==> src/rtl/vga_pkg.sv <==
// Shared definitions for the VGA game blocks: keyboard codes, physics FSM
// states and the level-map colour that counts as solid.
package vga_pkg;

   localparam logic [3:0]  key_NONE = 4'h0;
   localparam logic [3:0]  key_W    = 4'h1;
   localparam logic [3:0]  key_S    = 4'h2;

   localparam logic [11:0] SOLID_RGB_DEFAULT = 12'h000;

   typedef enum logic [2:0] {
      WAIT    = 3'd0,
      PROBE_F = 3'd1,
      WAIT_F  = 3'd2,
      PROBE_C = 3'd3,
      WAIT_C  = 3'd4,
      UPDATE  = 3'd5
   } phys_state_t;

   // A map pixel blocks movement when its colour equals the solid colour.
   function automatic logic is_solid(input logic [11:0] rgb, input logic [11:0] solid);
      return (rgb == solid);
   endfunction

endpackage

==> src/rtl/phys_tick_gen.sv <==
// Free-running physics tick timer: counts 0..TICK_CYCLES-1 and flags the
// terminal count with a registered strobe. Shared by all sprite controllers.
module phys_tick_gen #(
   parameter int TICK_CYCLES = 2000000
) (
   input  logic clk,
   input  logic rst_n,
   output logic o_tc
);

   localparam int CNT_W = (TICK_CYCLES > 1) ? $clog2(TICK_CYCLES) : 1;
   localparam logic [CNT_W-1:0] C_LAST = CNT_W'(TICK_CYCLES - 1);

   logic [CNT_W-1:0] r_cnt;
   logic [CNT_W-1:0] w_cnt_nxt;
   logic             r_tc;

   // Wrap at the terminal count.
   always_comb begin
      if (r_cnt == C_LAST) begin
         w_cnt_nxt = {CNT_W{1'b0}};
      end else begin
         w_cnt_nxt = r_cnt + CNT_W'(1);
      end
   end

   // Strobe is registered from the next count so it is high exactly while r_cnt == C_LAST.
   always_ff @(posedge clk or negedge rst_n) begin
      if (!rst_n) begin
         r_cnt <= {CNT_W{1'b0}};
         r_tc  <= 1'b0;
      end else begin
         r_cnt <= w_cnt_nxt;
         r_tc  <= (w_cnt_nxt == C_LAST);
      end
   end

   assign o_tc = r_tc;

endmodule

==> src/rtl/player_physics_y.sv <==
// Per-tick vertical physics for one sprite: gravity, jump, fast-fall and
// collision probed through the level-map ROM (under the feet, above the head).
module player_physics_y
   import vga_pkg::*;
#(
   parameter int          Y_W         = 10,
   parameter int          Y_MAX       = 448,
   parameter int          PLAYER_H    = 32,
   parameter int          TICK_CYCLES = 2000000,
   parameter int          ROM_LAT     = 1,
   parameter int          VEL_W       = 6,
   parameter int          GRAVITY     = 1,
   parameter int          JUMP_V      = 15,
   parameter int          VMAX        = 8,
   parameter int          COL_W       = 9,
   parameter int          ROW_W       = 7,
   parameter int          PIX_SHIFT   = 2,
   parameter logic [11:0] SOLID_RGB   = SOLID_RGB_DEFAULT
) (
   input  logic                   clk,
   input  logic                   rst_n,
   input  logic [3:0]             key,
   input  logic [10:0]            xpos,
   input  logic [11:0]            rgb_pixel,
   output logic [COL_W+ROW_W-1:0] pixel_adr,
   output logic [Y_W-1:0]         player_ypos,
   output logic [VEL_W-1:0]       velocity,
   output logic                   grounded,
   output logic                   tick
);

   localparam int                      ADR_W      = COL_W + ROW_W;
   localparam int                      LAT_W      = (ROM_LAT > 1) ? $clog2(ROM_LAT) : 1;
   localparam logic [LAT_W-1:0]        C_LAT_LAST = LAT_W'(ROM_LAT - 1);
   localparam logic [Y_W-1:0]          C_Y_MAX    = Y_W'(Y_MAX);
   localparam logic [Y_W:0]            C_PLAYER_H = (Y_W+1)'(PLAYER_H);
   localparam logic signed [VEL_W:0]   C_VMAX     = (VEL_W+1)'(VMAX);
   localparam logic signed [VEL_W:0]   C_NEG_JUMP = (VEL_W+1)'(-JUMP_V);
   localparam logic signed [VEL_W:0]   C_G1       = (VEL_W+1)'(GRAVITY);
   localparam logic signed [VEL_W:0]   C_G2       = (VEL_W+1)'(2 * GRAVITY);

   phys_state_t             r_state;
   phys_state_t             w_state_nxt;
   logic [LAT_W-1:0]        r_lat;
   logic                    r_floor_solid;
   logic                    r_ceil_solid;
   logic                    r_jump_req;
   logic [Y_W-1:0]          r_ypos;
   logic [VEL_W-1:0]        r_vel;
   logic                    r_grounded;
   logic [ADR_W-1:0]        r_adr;
   logic                    r_tick;

   logic                    w_tc;
   logic                    w_lat_done;
   logic [ROW_W-1:0]        w_floor_row;
   logic [ROW_W-1:0]        w_ceil_row;
   logic [COL_W-1:0]        w_col;
   logic                    w_on_ground;
   logic signed [VEL_W:0]   w_vel_ext;
   logic signed [VEL_W:0]   w_v_fall;
   logic signed [VEL_W:0]   w_v_fall_sat;
   logic signed [VEL_W:0]   w_v_pre;
   logic [VEL_W-1:0]        w_v;
   logic signed [Y_W:0]     w_y_sum;
   logic [Y_W-1:0]          w_new_y;
   logic                    w_new_grounded;

   phys_tick_gen #(
      .TICK_CYCLES (TICK_CYCLES)
   ) u_tick_gen (
      .clk   (clk),
      .rst_n (rst_n),
      .o_tc  (w_tc)
   );

   assign w_lat_done  = (r_lat == C_LAT_LAST);
   assign w_floor_row = ROW_W'(({1'b0, r_ypos} + C_PLAYER_H) >> PIX_SHIFT);
   assign w_col       = COL_W'(xpos >> PIX_SHIFT);

   // Ceiling probe row; at the top of the screen the probe stays on row 0.
   always_comb begin
      if (r_ypos == {Y_W{1'b0}}) begin
         w_ceil_row = {ROW_W{1'b0}};
      end else begin
         w_ceil_row = ROW_W'((r_ypos - Y_W'(1)) >> PIX_SHIFT);
      end
   end

   // Next-state logic of the probe/update sequencer.
   always_comb begin
      w_state_nxt = r_state;
      case (r_state)
         WAIT:    if (w_tc) w_state_nxt = PROBE_F; else w_state_nxt = WAIT;
         PROBE_F: w_state_nxt = WAIT_F;
         WAIT_F:  if (w_lat_done) w_state_nxt = PROBE_C; else w_state_nxt = WAIT_F;
         PROBE_C: w_state_nxt = WAIT_C;
         WAIT_C:  if (w_lat_done) w_state_nxt = UPDATE; else w_state_nxt = WAIT_C;
         UPDATE:  w_state_nxt = WAIT;
         default: w_state_nxt = WAIT;
      endcase
   end

   // Velocity candidates: falling adds gravity (doubled on fast-fall), capped at terminal speed.
   assign w_vel_ext    = $signed({r_vel[VEL_W-1], r_vel});
   assign w_on_ground  = r_floor_solid || (r_ypos >= C_Y_MAX);
   assign w_v_fall     = (key == key_S) ? (w_vel_ext + C_G2) : (w_vel_ext + C_G1);
   assign w_v_fall_sat = (w_v_fall > C_VMAX) ? C_VMAX : w_v_fall;

   // Jump beats standing still, which beats falling; a solid ceiling then cancels upward motion.
   always_comb begin
      w_v_pre = w_v_fall_sat;
      if (w_on_ground && !r_vel[VEL_W-1] && r_jump_req) begin
         w_v_pre = C_NEG_JUMP;
      end else if (w_on_ground && !r_vel[VEL_W-1]) begin
         w_v_pre = {(VEL_W+1){1'b0}};
      end else begin
         w_v_pre = w_v_fall_sat;
      end
   end

   assign w_v     = (r_ceil_solid && w_v_pre[VEL_W]) ? {VEL_W{1'b0}} : w_v_pre[VEL_W-1:0];
   assign w_y_sum = $signed({1'b0, r_ypos}) + $signed({{(Y_W+1-VEL_W){w_v[VEL_W-1]}}, w_v});

   // Clamp the new position to the visible range.
   always_comb begin
      if (w_y_sum[Y_W]) begin
         w_new_y = {Y_W{1'b0}};
      end else if (w_y_sum[Y_W-1:0] > C_Y_MAX) begin
         w_new_y = C_Y_MAX;
      end else begin
         w_new_y = w_y_sum[Y_W-1:0];
      end
   end

   assign w_new_grounded = (w_new_y == C_Y_MAX) || (w_on_ground && (w_v == {VEL_W{1'b0}}));

   // Sequencer state and ROM latency counter.
   always_ff @(posedge clk or negedge rst_n) begin
      if (!rst_n) begin
         r_state <= WAIT;
         r_lat   <= {LAT_W{1'b0}};
      end else begin
         r_state <= w_state_nxt;
         if (((r_state == WAIT_F) || (r_state == WAIT_C)) && !w_lat_done) begin
            r_lat <= r_lat + LAT_W'(1);
         end else begin
            r_lat <= {LAT_W{1'b0}};
         end
      end
   end

   // Probe address is loaded on entry so it is valid throughout the probe state.
   always_ff @(posedge clk or negedge rst_n) begin
      if (!rst_n) begin
         r_adr         <= {ADR_W{1'b0}};
         r_floor_solid <= 1'b0;
         r_ceil_solid  <= 1'b0;
      end else begin
         if (w_state_nxt == PROBE_F) begin
            r_adr <= {w_floor_row, w_col};
         end else if (w_state_nxt == PROBE_C) begin
            r_adr <= {w_ceil_row, w_col};
         end
         if ((r_state == WAIT_F) && w_lat_done) begin
            r_floor_solid <= is_solid(rgb_pixel, SOLID_RGB);
         end
         if ((r_state == WAIT_C) && w_lat_done) begin
            r_ceil_solid <= is_solid(rgb_pixel, SOLID_RGB);
         end
      end
   end

   // Jump latch catches presses shorter than a tick; UPDATE always consumes it.
   always_ff @(posedge clk or negedge rst_n) begin
      if (!rst_n) begin
         r_jump_req <= 1'b0;
      end else if (r_state == UPDATE) begin
         r_jump_req <= 1'b0;
      end else if (key == key_W) begin
         r_jump_req <= 1'b1;
      end
   end

   // Visible physics state only changes on the UPDATE commit.
   always_ff @(posedge clk or negedge rst_n) begin
      if (!rst_n) begin
         r_ypos     <= C_Y_MAX;
         r_vel      <= {VEL_W{1'b0}};
         r_grounded <= 1'b1;
         r_tick     <= 1'b0;
      end else begin
         r_tick <= (r_state == UPDATE);
         if (r_state == UPDATE) begin
            r_ypos     <= w_new_y;
            r_vel      <= w_v;
            r_grounded <= w_new_grounded;
         end
      end
   end

   assign pixel_adr   = r_adr;
   assign player_ypos = r_ypos;
   assign velocity    = r_vel;
   assign grounded    = r_grounded;
   assign tick        = r_tick;

endmodule
==> config.mk <==
export PLATFORM = sky130hd
export DESIGN_NAME = player_physics_y
export DESIGN_NICKNAME = d
export VERILOG_FILES = /design/src/rtl/vga_pkg.sv /design/src/rtl/phys_tick_gen.sv /design/src/rtl/player_physics_y.sv
export SDC_FILE = /design/constraint.sdc
export NUM_CORES = 1
export LEC_CHECK = 0
export BUFFER_PORTS_ARGS = -buffer_cell sky130_fd_sc_hd__buf_2
export CORE_MARGIN = 1.5
export CORE_UTILIZATION = 60
export DETAILED_ROUTE_END_ITERATION = 12
export GPL_ROUTABILITY_DRIVEN = 0
export PLACE_DENSITY = 0.85
export SLEW_MARGIN = 20
export SYNTH_ARGS = -nofsm -noshare
export SYNTH_HDL_FRONTEND = slang
export SYNTH_HIERARCHICAL = 1
export SYNTH_SLANG_ARGS = --single-unit
==> constraint.sdc <==
create_clock -name clk -period 11.55 [get_ports clk]
set_input_delay 0 -clock clk [delete_from_list [all_inputs] [get_ports clk]]
set_output_delay 0 -clock clk [all_outputs]
set_load 0.005 [all_outputs]
# == Yosys cells after proc, flatten, opt, wreduce, memory -nomap -nowiden ==
# Index checks and enable logic that the tools add are counted.
# totals
register_bits,63
in_bits,29
wordCells,70
# classes
addsub,7
magnitude_cmp,3
eq_ne,12
mux,18
n_bitwise,1
n_reduce_logical,17
# op_table
cell,count
"21-bit == test, second input constant",2
7-bit 2-to-1 mux,5
16-bit 2-to-1 mux,2
"21-bit by 1-bit adder with 21-bit output, second input constant",1
21-bit 2-to-1 mux,1
10-bit 2-to-1 mux,2
3-bit one-hot mux with 5 select lines,1
12-bit zero test,1
11-bit by 6-bit adder with 11-bit output,1
"10-bit by 9-bit == test with 1-bit output, second input constant",1
"10-bit by 9-bit >= comparator with 1-bit output, second input constant",1
"10-bit by 9-bit > comparator with 1-bit output, second input constant",1
10-bit zero test,1
"9-bit by 6-bit adder with 9-bit output, second input constant",1
"3-bit by 2-bit == test with 1-bit output, second input constant",3
"9-bit by 1-bit subtractor with 9-bit output, second input constant",1
"6-bit by 2-bit adder with 7-bit output, second input constant",1
"6-bit by 3-bit adder with 7-bit output, second input constant",1
"7-bit by 5-bit > comparator with 1-bit output, second input constant",1
1-bit logical AND,7
"3-bit by 1-bit == test with 1-bit output, second input constant",2
"3-bit == test, second input constant",2
6-bit zero test,1
1-bit 2-to-1 mux,6
9 further kinds,12

# == Logic depth before layout (Yosys ltp) ==
# Gate-level depths: netlist of the first run.
# depth
ltp_word,14
ltp_mapped,18
ltp_nobuf,18

# == Modules after synthesis ==
# Netlist of the first run, hierarchy kept.
# by_module_without_submodules
mod,instances,cells_each,area_per_inst_um2
player_physics_y,1,303,2741.4
phys_tick_gen,1,112,1161.1

# == Least setup slack after synthesis of the first run ==
# Ideal clock, no wire load.
# synth_path
kind,reg-to-reg
start,"register r_vel[1], in the netlist velocity[1]"
end,"register r_ypos[2], in the netlist player_ypos[2]"
arrival_time_ns,4.033
slack_ns,7.396
path_stages_with_launch,19
period_less_slack_ns,4.154
path_cell_list,dfrtp_1 > ha_1 > nand3_1 > mux2i_1 > a21oi_1 > a311oi_2 > a21oi_1 > or2_2 > nand2_1 > ha_1 > inv_1 > fa_1 > nand2b_1 > a21oi_1 > o31ai_1 > xor2_1 > nor4_1 > a2111oi_2 > a22o_1
# synth_via
elab_chain_len,12
# synth_rtl
element,line_no,text
"start, declared",player_physics_y.sv:49,logic [VEL_W-1:0] r_vel;
"start signal, assigned",player_physics_y.sv:189,r_vel <= {VEL_W{1'b0}};
"start signal, assigned",player_physics_y.sv:196,r_vel <= w_v;
6-bit by 2-bit adder with 7-bit output / 6-bit by 3-bit adder with 7-bit output (equally long branches),player_physics_y.sv:107,assign w_v_fall = (key == key_S) ? (w_vel_ext + C_G2) : (w_vel_ext + C_G1);
7-bit 2-to-1 mux *,player_physics_y.sv:107,
7-bit by 5-bit > comparator with 1-bit output,player_physics_y.sv:108,assign w_v_fall_sat = (w_v_fall > C_VMAX) ? C_VMAX : w_v_fall;
7-bit 2-to-1 mux *,player_physics_y.sv:108,
7-bit 2-to-1 mux *,player_physics_y.sv:115,end else if (w_on_ground && !r_vel[VEL_W-1]) begin
7-bit 2-to-1 mux *,player_physics_y.sv:113,if (w_on_ground && !r_vel[VEL_W-1] && r_jump_req) begin
1-bit logical AND,player_physics_y.sv:122,assign w_v = (r_ceil_solid && w_v_pre[VEL_W]) ? {VEL_W{1'b0}} : w_v_pre[VEL_W-1:0];
6-bit 2-to-1 mux *,player_physics_y.sv:122,
named net w_v[0],player_physics_y.sv:64,logic [VEL_W-1:0] w_v;
11-bit by 6-bit adder with 11-bit output *,player_physics_y.sv:123,"assign w_y_sum = $signed({1'b0, r_ypos}) + $signed({{(Y_W+1-VEL_W){w_v[VEL_W-1]}}, w_v});"
10-bit by 9-bit > comparator with 1-bit output,player_physics_y.sv:129,end else if (w_y_sum[Y_W-1:0] > C_Y_MAX) begin
10-bit 2-to-1 mux,player_physics_y.sv:129,
10-bit 2-to-1 mux *,player_physics_y.sv:127,if (w_y_sum[Y_W]) begin
"end signal, assigned",player_physics_y.sv:195,r_ypos <= w_new_y;
"end, declared",player_physics_y.sv:48,logic [Y_W-1:0] r_ypos;
# Mark *: on every way through the listed nets, which the timed path passes. The rest lies on a longest branch.
# A chain may end at the register's enable or synchronous reset.

# == Final worst setup path of the first run ==
# layout_path
start,input key[1]
end,"register r_ypos[3], in the netlist player_ypos[3]"
# layout_via
elab_chain_len,12
# layout_rtl
element,line_no,text
"start, declared",player_physics_y.sv:22,"input logic [3:0] key,"
4-bit by 2-bit == test with 1-bit output *,player_physics_y.sv:107,
7-bit 2-to-1 mux *,player_physics_y.sv:107,
7-bit by 5-bit > comparator with 1-bit output,player_physics_y.sv:108,
7-bit 2-to-1 mux *,player_physics_y.sv:108,
7-bit 2-to-1 mux *,player_physics_y.sv:115,
7-bit 2-to-1 mux *,player_physics_y.sv:113,
1-bit logical AND,player_physics_y.sv:122,
6-bit 2-to-1 mux *,player_physics_y.sv:122,
named net w_v[0],player_physics_y.sv:64,
11-bit by 6-bit adder with 11-bit output *,player_physics_y.sv:123,
10-bit by 9-bit > comparator with 1-bit output,player_physics_y.sv:129,
10-bit 2-to-1 mux,player_physics_y.sv:129,
10-bit 2-to-1 mux *,player_physics_y.sv:127,
# Marked as above.

==> summary.md, run 1 <==
| Metric | Value |
|---|---|
| GRT overflow | `0` |
| Seq/Total Area, Yosys | `0.4053` |
| EDFF count, synth | `0` |
| Worst-path clk slew | `70 ps` |
| Proportion of synthesized area in mux cells | `0.05034` |
| Longest Clk Path Bufs | `2` |
| Xor-xnor portion of the synthesized cell area | `0.07823` |
| Yosys warning count | `6` |
| Placed Instance Area | `4245 sq um` |
| Yosys cell types | `68` |
| Number of synthesized register bits | `63` |
| Antenna fix cells | `0` |
| Fraction of layout cells with a size suffix above 1 | `0.2234` |
| Detailed Place HPWL | `5954 microns` |
| Post-CTS Resized | `0` |
| Combinational family with the most area after synthesis | `simple AND/OR/NAND/NOR gates` |
| GRT Overall Usage | `0.2501` |
| Htree depth | `3` |
| R2r startpoint | `velocity[0]` |
| Boundary Pins | `63` |
| Fin. max-slew vios | `0` |
| Final Critical Period | `4965 ps` |
| Largest net degree at the start of global routing | `64` |
| Final Cycle Share | `0.4298` |
| CP peak stage delay | `580 ps` |
| Ys async rst share | `1.000` |
| CTS root buf | `clkbuf_8` |
| Worst setup EP type | `flop` |
| Leakage dissipation | `2.145 nW` |
| Antenna Violating Nets Remaining | `0` |
| Clock net sink count | `63` |
| Nets | `between 500 and 600` |
| Setup violators final | `0` |
| Top FF cell, synth | `dfrtp_1` |
| Area of the core | `6314 sq um` |
| Initial DRC count | `221` |
| # hold bufs at CTS | `11` |
| Number of DRC violations after detailed routing | `0` |
| Area grow syn2layout | `16.70%` |
| Buffers on Ports | `60` |
| Slowest CP cell | `nor4_1` |
| Number of max-cap violations | `0` |
| Starting density of the core | `0.6181` |
| Vias | `3417` |
| Die height | `about 84 microns` |
| Row Count | `29` |
| Worst r2r dst | `player_ypos[3]` |
| WP buf/inv | `3` |
| R2R Setup Slk | `6590 ps` |
| Mapped Area | `3902 sq um` |
| Worst VDD drop | `76.71 uV` |
| Synth Area in Compound Gates | `0.1359` |
| Cells on worst reg2reg path | `18` |
| CTS Buf Count | `9` |
| Slew headroom | `0.4690` |
| Final Hold Vio Count | `0` |
| Hold EP | `r_jump_req` |
| Clock latency on the worst-skew pair | `340 ps` |
| Simple-gate share of the synthesized area | `0.2421` |
| Placed Instances | `538` |
| WP data arrival | `5190 ps` |
| Syn_area_per_cell | `between 9 and 10 sq um` |
| Worst Path Max Fanout | `8` |
| Finished Cell Area | `4554 sq um` |
| Top delay family on crit path | `compound AO/OA/AOI/OAI gates` |
| Outcome | `finished, final reports clean` |
| Routed WL | `8530 microns` |
| First-pass GRT wire length | `14250 microns` |
| Adder-cell area share of the yosys netlist | `0.05322` |
| CP most frequent cell | `a21oi_1` |
| Hold crit path type | `in2reg` |
| Post-Layout Cell Count | `565` |
| Die Wd | `roughly 84 microns` |
| Worst-Margin Slew | `slightly below 800 ps` |
| Initial antenna violation count | `0` |
| Die Area | `6997 sq um` |
| Cells after Synth | `415` |
| Min-delay src | `key[2]` |
| Post-CTS Setup Inserts | `0` |
| Setup Crit Path Kind | `in2reg` |
| Fin Setup TNS | `0 ps` |
| Startpoint Class | `primary input` |
| Clk_skew | `11.03 ps` |
| Hold depth | `4` |
| Routed len/inst | `around 15 microns` |
| PwrDens | `95.93 nW/um^2` |
| CTS tree | `yes` |
| Vias in the first global route | `3187` |
| Cell Chain, Critical Path | `dlygate4sd3_1, buf_2, nor4b_4, mux2i_1, a21oi_1, a311oi_2, a21oi_1, or2_2, nand2_1, ha_1, inv_1, fa_1, nand2b_1, a21oi_1, o31ai_1, xor2_1, nor4_1, a2111oi_2, a22o_1` |
| Pre-antenna DRT Iters | `6` |
| Syn_nets | `460` |
| Worst endpoint required time | `11780 ps` |
| Max Clock Freq | `201.4 MHz` |
| Via density per instance | `6.048` |
| RSZ-0062 raised after global routing | `no` |
[how the worst max path moves through the flow]
stage / startpoint / cells after the start / to / slack (ps)
6_report: key[1] / 19 / player_ypos[3] / 6590
5_1_grt: velocity[0] / 18 / player_ypos[2] / 6220
4_1_cts: key[1] / 19 / player_ypos[2] / 6700
3_5_place_dp: velocity[0] / 18 / player_ypos[2] / 6730
3_3_place_gp: velocity[0] / 18 / player_ypos[2] / 6850
2_1_floorplan: velocity[1] / 18 / player_ypos[2] / 7400
[state kept, by name, indices dropped and copies added (netlist names)]
register / count
r_ceil_solid: 1
grounded: 1
velocity: 6
tick: 1
pixel_adr: 16
r_state: 3
r_jump_req: 1
r_floor_solid: 1
u_tick_gen/o_tc: 1
player_ypos: 10
u_tick_gen/r_cnt: 21
r_lat: 1
[area by class of cell]
type                            count  area (sq um)
Multi-Input combinational cell    319          2188
Sequential cell                    63          1582
Fill cell                         447          1759
Inverter                           17         63.81
Clock inverter                      4         53.80
Tap cell                           77         96.34
Timing Repair Buffer               73         425.4
Clock buffer                       12         145.1
[worst reg2reg max path, cell delays in order, from the launching register on]
cell	delay, ps
dfrtp_1	530
ha_1	250
nand3_1	80
mux2i_1	450
a21oi_1	180
a311oi_2	500
a21oi_1	110
or2_2	300
nand2_1	90
ha_1	170
inv_1	60
fa_1	400
nand2b_1	180
a21oi_1	230
o31ai_1	110
xor2_1	160
nor4_1	580
a2111oi_2	230
a22o_1	260
[routing by layer]
layer / GRT usage / share of wire / wire length [microns] / vias up
met5: 0 / 0 / 0 / -
met4: 0.1073 / 0.022 / 187 / 0
met3: 0.05539 / 0.060 / 508 / 22
met2: 0.4223 / 0.50 / 4267 / 125
met1: 0.3089 / 0.42 / 3568 / 1648
li1: - / - / - / 1622
[synth_stat cells (3+ instances only)]
library cell	number	area, sq um
inv_1	16	60.06
nand2b_1	8	50.05
nand3_1	12	60.06
or2_2	3	18.77
xnor2_1	18	157.7
ha_1	15	187.7
nand2_1	39	146.4
and2_1	5	31.28
o41ai_1	3	26.28
xor2_1	15	131.4
nand3b_1	4	30.03
a21o_1	3	22.52
nor4_1	7	43.79
dfstp_2	4	105.1
or3_1	3	18.77
nor3_1	14	70.07
o21ai_1	4	20.02
a21oi_1	22	110.1
nor2b_1	6	37.54
buf_2	4	20.02
nor2_1	41	153.9
and3_1	6	37.54
mux2i_1	5	50.05
o211ai_1	3	22.52
o31ai_1	5	37.54
dfrtp_1	59	1476
o21ai_0	11	55.05
a22o_1	9	78.83
mux2_2	13	146.4
clkbuf_1	10	37.54
nand4_1	4	25.02
nor4b_1	4	35.03
[per-stage QoR]
stage	hold slack (ps)	worst slack, ps	utilization	power (mW)
3_5_place_dp	208.6	6728	0.6724	0.2433
3_3_place_gp	208.3	6852	0.6724	0.2427
4_1_cts	3.579	6699	0.7214	0.4388
5_1_grt	36.76	6224	0.7214	0.4507
6_report	10.15	6585	0.7214	0.4369
2_1_floorplan	-295.6	7396	-	0.2317
[report_power, final]
part	internal, mW	switching, mW
Combinational	0.00916	0.00898
Sequential	0.223	0.00131
Clock	0.107	0.0883
Total	0.338	0.0986
[layout by cell type (no fill, tap or decap), types with 7 or more instances in the layout]
| cell type | n |
|---|---|
| ha_1 | 15 |
| xnor2_1 | 18 |
| clkbuf_8 | 10 |
| a21oi_1 | 22 |
| xor2_1 | 15 |
| nand2b_1 | 8 |
| a22o_1 | 9 |
| nor3_1 | 14 |
| mux2_2 | 13 |
| nand2_1 | 39 |
| dlygate4sd3_1 | 11 |
| dfrtp_1 | 59 |
| nor4_1 | 7 |
| o21ai_0 | 11 |
| nand3_1 | 12 |
| nor2_1 | 41 |
| buf_2 | 60 |
| inv_1 | 16 |
[logic make-up (layout without fill, tap and decap cells)]
| kind of cell | count (synthesis) | in the layout |
|---|---|---|
| buf+inv | 33 | 106 |
| compound gates | 78 | 78 |
| simple gates | 172 | 172 |
| xor+xnor | 34 | 34 |
| flops | 63 | 63 |
| other cells | 1 | 1 |
| mux | 18 | 18 |
| fa+ha+maj | 16 | 16 |
(Power assumes the default switching activity.)
==> run 2, diff against run 1 <==
--- a/config.mk
+++ b/config.mk
@@ -5,12 +5,13 @@
 export SDC_FILE = /design/constraint.sdc
 export NUM_CORES = 1
 export LEC_CHECK = 0
+export ABC_AREA = 1
 export BUFFER_PORTS_ARGS = -buffer_cell sky130_fd_sc_hd__buf_2
 export CORE_MARGIN = 1.5
-export CORE_UTILIZATION = 60
+export CORE_UTILIZATION = 58
 export DETAILED_ROUTE_END_ITERATION = 12
 export GPL_ROUTABILITY_DRIVEN = 0
-export PLACE_DENSITY = 0.85
+export PLACE_DENSITY = 0.82
 export SLEW_MARGIN = 20
 export SYNTH_ARGS = -nofsm -noshare
 export SYNTH_HDL_FRONTEND = slang
==> constraint.sdc (replaced) <==
create_clock -name clk -period 5.1 [get_ports clk]
set_input_delay 0 -clock clk [delete_from_list [all_inputs] [get_ports clk]]
set_output_delay 0 -clock clk [all_outputs]
set_load 0.005 [all_outputs]
==> summary.md, run 2 <==
| Metric | Value |
|---|---|
| Number of DRC violations after detailed routing | `0` |
| Commonest non-fill, non-tap cell in the layout | `nand2_1` |
| Place WS | `1422 ps` |
| Met2 track demand over resource | `0.4757` |
| Die Wd | `around 90 microns` |
| Post-Layout Cell Count | `~810` |
| Clock latency on the worst-skew pair | `350 ps` |
| EDFF count, synth | `0` |
| Number of max-cap violations | `0` |
| Slowest CP cell | `dfrtp_1` |
| GRT overflow | `0` |
| Final Total Pwr | `1.047 mW` |
| Worst-path clk slew | `70 ps` |
| Hold crit path type | `in2reg` |
| Placed Instance Area | `4892 sq um` |
| Synth top area share | `0.3286` |
| Leakage dissipation | `2.945 nW` |
| Die height | `91.02 microns` |
| Simple-gate share of the synthesized area | `0.3695` |
| CP most frequent cell | `nand2_1` |
| Vias | `4392` |
| Top cells by area in the synthesized netlist | `dfrtp_1 (33%), nand2_1 (14%), inv_1 (8.3%)` |
| Pre-antenna DRT Iters | `4` |
| Routed len/inst | `13.28 microns` |
| PwrDens | `about 200 nW/um^2` |
| Sw frac | `0.2674` |
| Antenna Violating Nets Remaining | `0` |
| Row Count | `31` |
| GRT met1 Usage | `0.3511` |
| Seq/Total Area, Yosys | `0.3520` |
| Max FFs per register | `21` |
| Commonest cells after routing, fill and taps aside | `nand2_1 (163), inv_1 (99), buf_2 (60), dfrtp_1 (59)` |
| Most frequent cell after synthesis | `nand2_1` |
| Cells on worst reg2reg path | `29` |
| Mapped Area | `4493 sq um` |
| Final Cycle Share | `0.7346` |
| Clock net sink count | `63` |
| Combinational family with the most area after synthesis | `simple AND/OR/NAND/NOR gates` |
| Clock Power Share | `0.437` |
| Grt peak-use layer | `met2` |
| RSZ-0062 raised after global routing | `no` |
| Clk_skew | `7.931 ps` |
| Initial antenna violation count | `0` |
| # fillers | `around 610` |
| Placed Instances | `780` |
| Net Sw Power | `0.2798 mW` |
| Outcome | `finished, final reports clean` |
| Setup Crit Path Kind | `reg2reg` |
| Worst Path Max Fanout | `6` |
| Setup violators final | `0` |
| Synth Area in Compound Gates | `0.09023` |
| Antenna fix cells | `0` |
| Met3 GRT Util | `0.04104` |
| CTS tree | `yes` |
| CTS root buf | `clkbuf_8` |
| Htree depth | `3` |
| Xor-xnor portion of the synthesized cell area | `0.02339` |
| Syn_area_per_cell | `slightly above 7 sq um` |
| End point of the critical path | `grounded` |
| Syn_nets | `670` |
| Final Critical Period | `3747 ps` |
| Top FF cell, synth | `dfrtp_1` |
| Final Hold Vio Count | `0` |
| Worst endpoint required time | `approximately 5400 ps` |
| Adder-cell area share of the yosys netlist | `0.04623` |
| Largest net degree at the start of global routing | `64` |
| Fraction of layout cells with a size suffix above 1 | `0.2107` |
| Fin. max-slew vios | `0` |
| R2r startpoint | `velocity[2]` |
| Finished Cell Area | `5244 sq um` |
| Initial DRC count | `267` |
| Proportion of synthesized area in mux cells | `0.02256` |
| Longest Clk Path Bufs | `2` |
| Largest Register | `u_tick_gen/r_cnt` |
| CTS Buf Count | `9` |
| R2R Setup Slk | `1350 ps` |
| Cells after Synth | `625` |
| Detailed Place HPWL | `7918 microns` |
| Crit path launch | `velocity[2]` |
| Nets | `752` |
| Die Area | `8284 sq um` |
| Yosys cell types | `43` |
| Area of the core | `7370 sq um` |
| Fin Setup TNS | `0 ps` |
| PnR worst setup slack | `between 1000 and 1500 ps` |
| Area grow syn2layout | `16.71%` |
| First-pass GRT wire length | `18750 microns` |
| Worst VDD drop | `196.7 uV` |
| Vias in the first global route | `4249` |
| Yosys warning count | `6` |
| Comb pwr share | `0.085` |
| WP data arrival | `4020 ps` |
| Area leader, netlist | `dfrtp_1` |
| Boundary Pins | `63` |
| Number of synthesized register bits | `63` |
| Worst setup EP type | `flop` |
| Min Hold Slack | `336.5 ps` |
| Via density per instance | `5.416` |
| Ys async rst share | `1.000` |
| Post-route core utilization | `0.7115` |
| Worst-Margin Slew | `about 780 ps` |
| Power Internal | `between 0.7 and 0.8 mW` |
| Routed WL | `10770 microns` |
| Commonest cells in the netlist | `nand2_1 (163), inv_1 (99), dfrtp_1 (59), nand3_1 (49), nor2_1 (49)` |
| Max Clock Freq | `266.9 MHz` |
| Post-CTS Resized | `0` |
| Startpoint Class | `flop` |
| Worst r2r dst | `grounded` |
| Flop pwr share | `0.477` |
| CP peak stage delay | `approximately 460 ps` |
| Starting density of the core | `0.6097` |
| Buffers on Ports | `60` |
| Slew headroom | `0.4825` |
| GRT Overall Usage | `0.2790` |
## run 2: cell types whose count changed after synthesis, sizes merged, moves of 8 or more
cell / change
nand4: +12
nand2: +147
a22o: -9
xnor2: -15
o21ai: +24
nor2: +29
nand3: +40
inv: +86
nand2b: -8
## run 2: repair_timing
item / 4_1_cts / 5_1_grt
hold endpoints to repair: 71 / 0
hold buffers: 15 / 0
buffers inserted: 0 / 0
## run 2: layer usage
metal | up-vias | wire length [microns]
li1 | 2173 | -
met1 | 2038 | 4636
met2 | 155 | 5238
met3 | 26 | 639
met4 | 0 | 257
met5 | - | 0
## run 2: final cells by class
class | count | area [sq um] | area share
multi-input combinational | 454 | 2484 | 0.4736
clock inverter | 7 | 77.57 | 0.01479
inverter | 102 | 387.9 | 0.07397
sequential | 63 | 1582 | 0.3016
clock buffer | 9 | 123.9 | 0.02362
tap | 99 | 123.9 | 0.02362
timing repair buffer | 77 | 465.4 | 0.08876
## run 2: cell families after synthesis
kind of cell | after synthesis
AO/OA/AOI/OAI | 69
XOR/XNOR | 12
adder cells (fa/ha/maj) | 16
buffers and inverters | 108
flip-flops | 63
multiplexers | 9
other | 1
AND/OR/NAND/NOR | 347
## run 2: power by group through the flow
stage                     logic (mW)  clock network [mW]  registers, mW
after detailed placement      0.0814                   0          0.509
after global placement        0.0790                   0          0.510
after CTS                     0.0899               0.464          0.500
after floorplan               0.0507                   0          0.510
after global routing           0.103               0.486          0.500
final                         0.0893               0.457          0.500
## run 2: worst min path at each step
stage	start	endpoint	slack, ps	cells past startpoint
2_1_floorplan	rst_n	pixel_adr[0]	-300	0
3_3_place_gp	rst_n	u_tick_gen/r_cnt[1]	210	2
3_5_place_dp	rst_n	u_tick_gen/r_cnt[0]	220	2
4_1_cts	key[2]	grounded	330	10
5_1_grt	xpos[6]	pixel_adr[4]	410	3
6_report	key[2]	grounded	340	10
## run 2: worst max-delay path, delay by kind of cell (launching register included)
family | cells | cell delay, ps
AOI/OAI and AO/OA | 2 | 180
xor gates and xnor gates | 2 | 340
adders and majority gates | 3 | 890
buffers and inverters | 4 | 270
DFF | 1 | 460
and+or+nand+nor | 18 | 1550
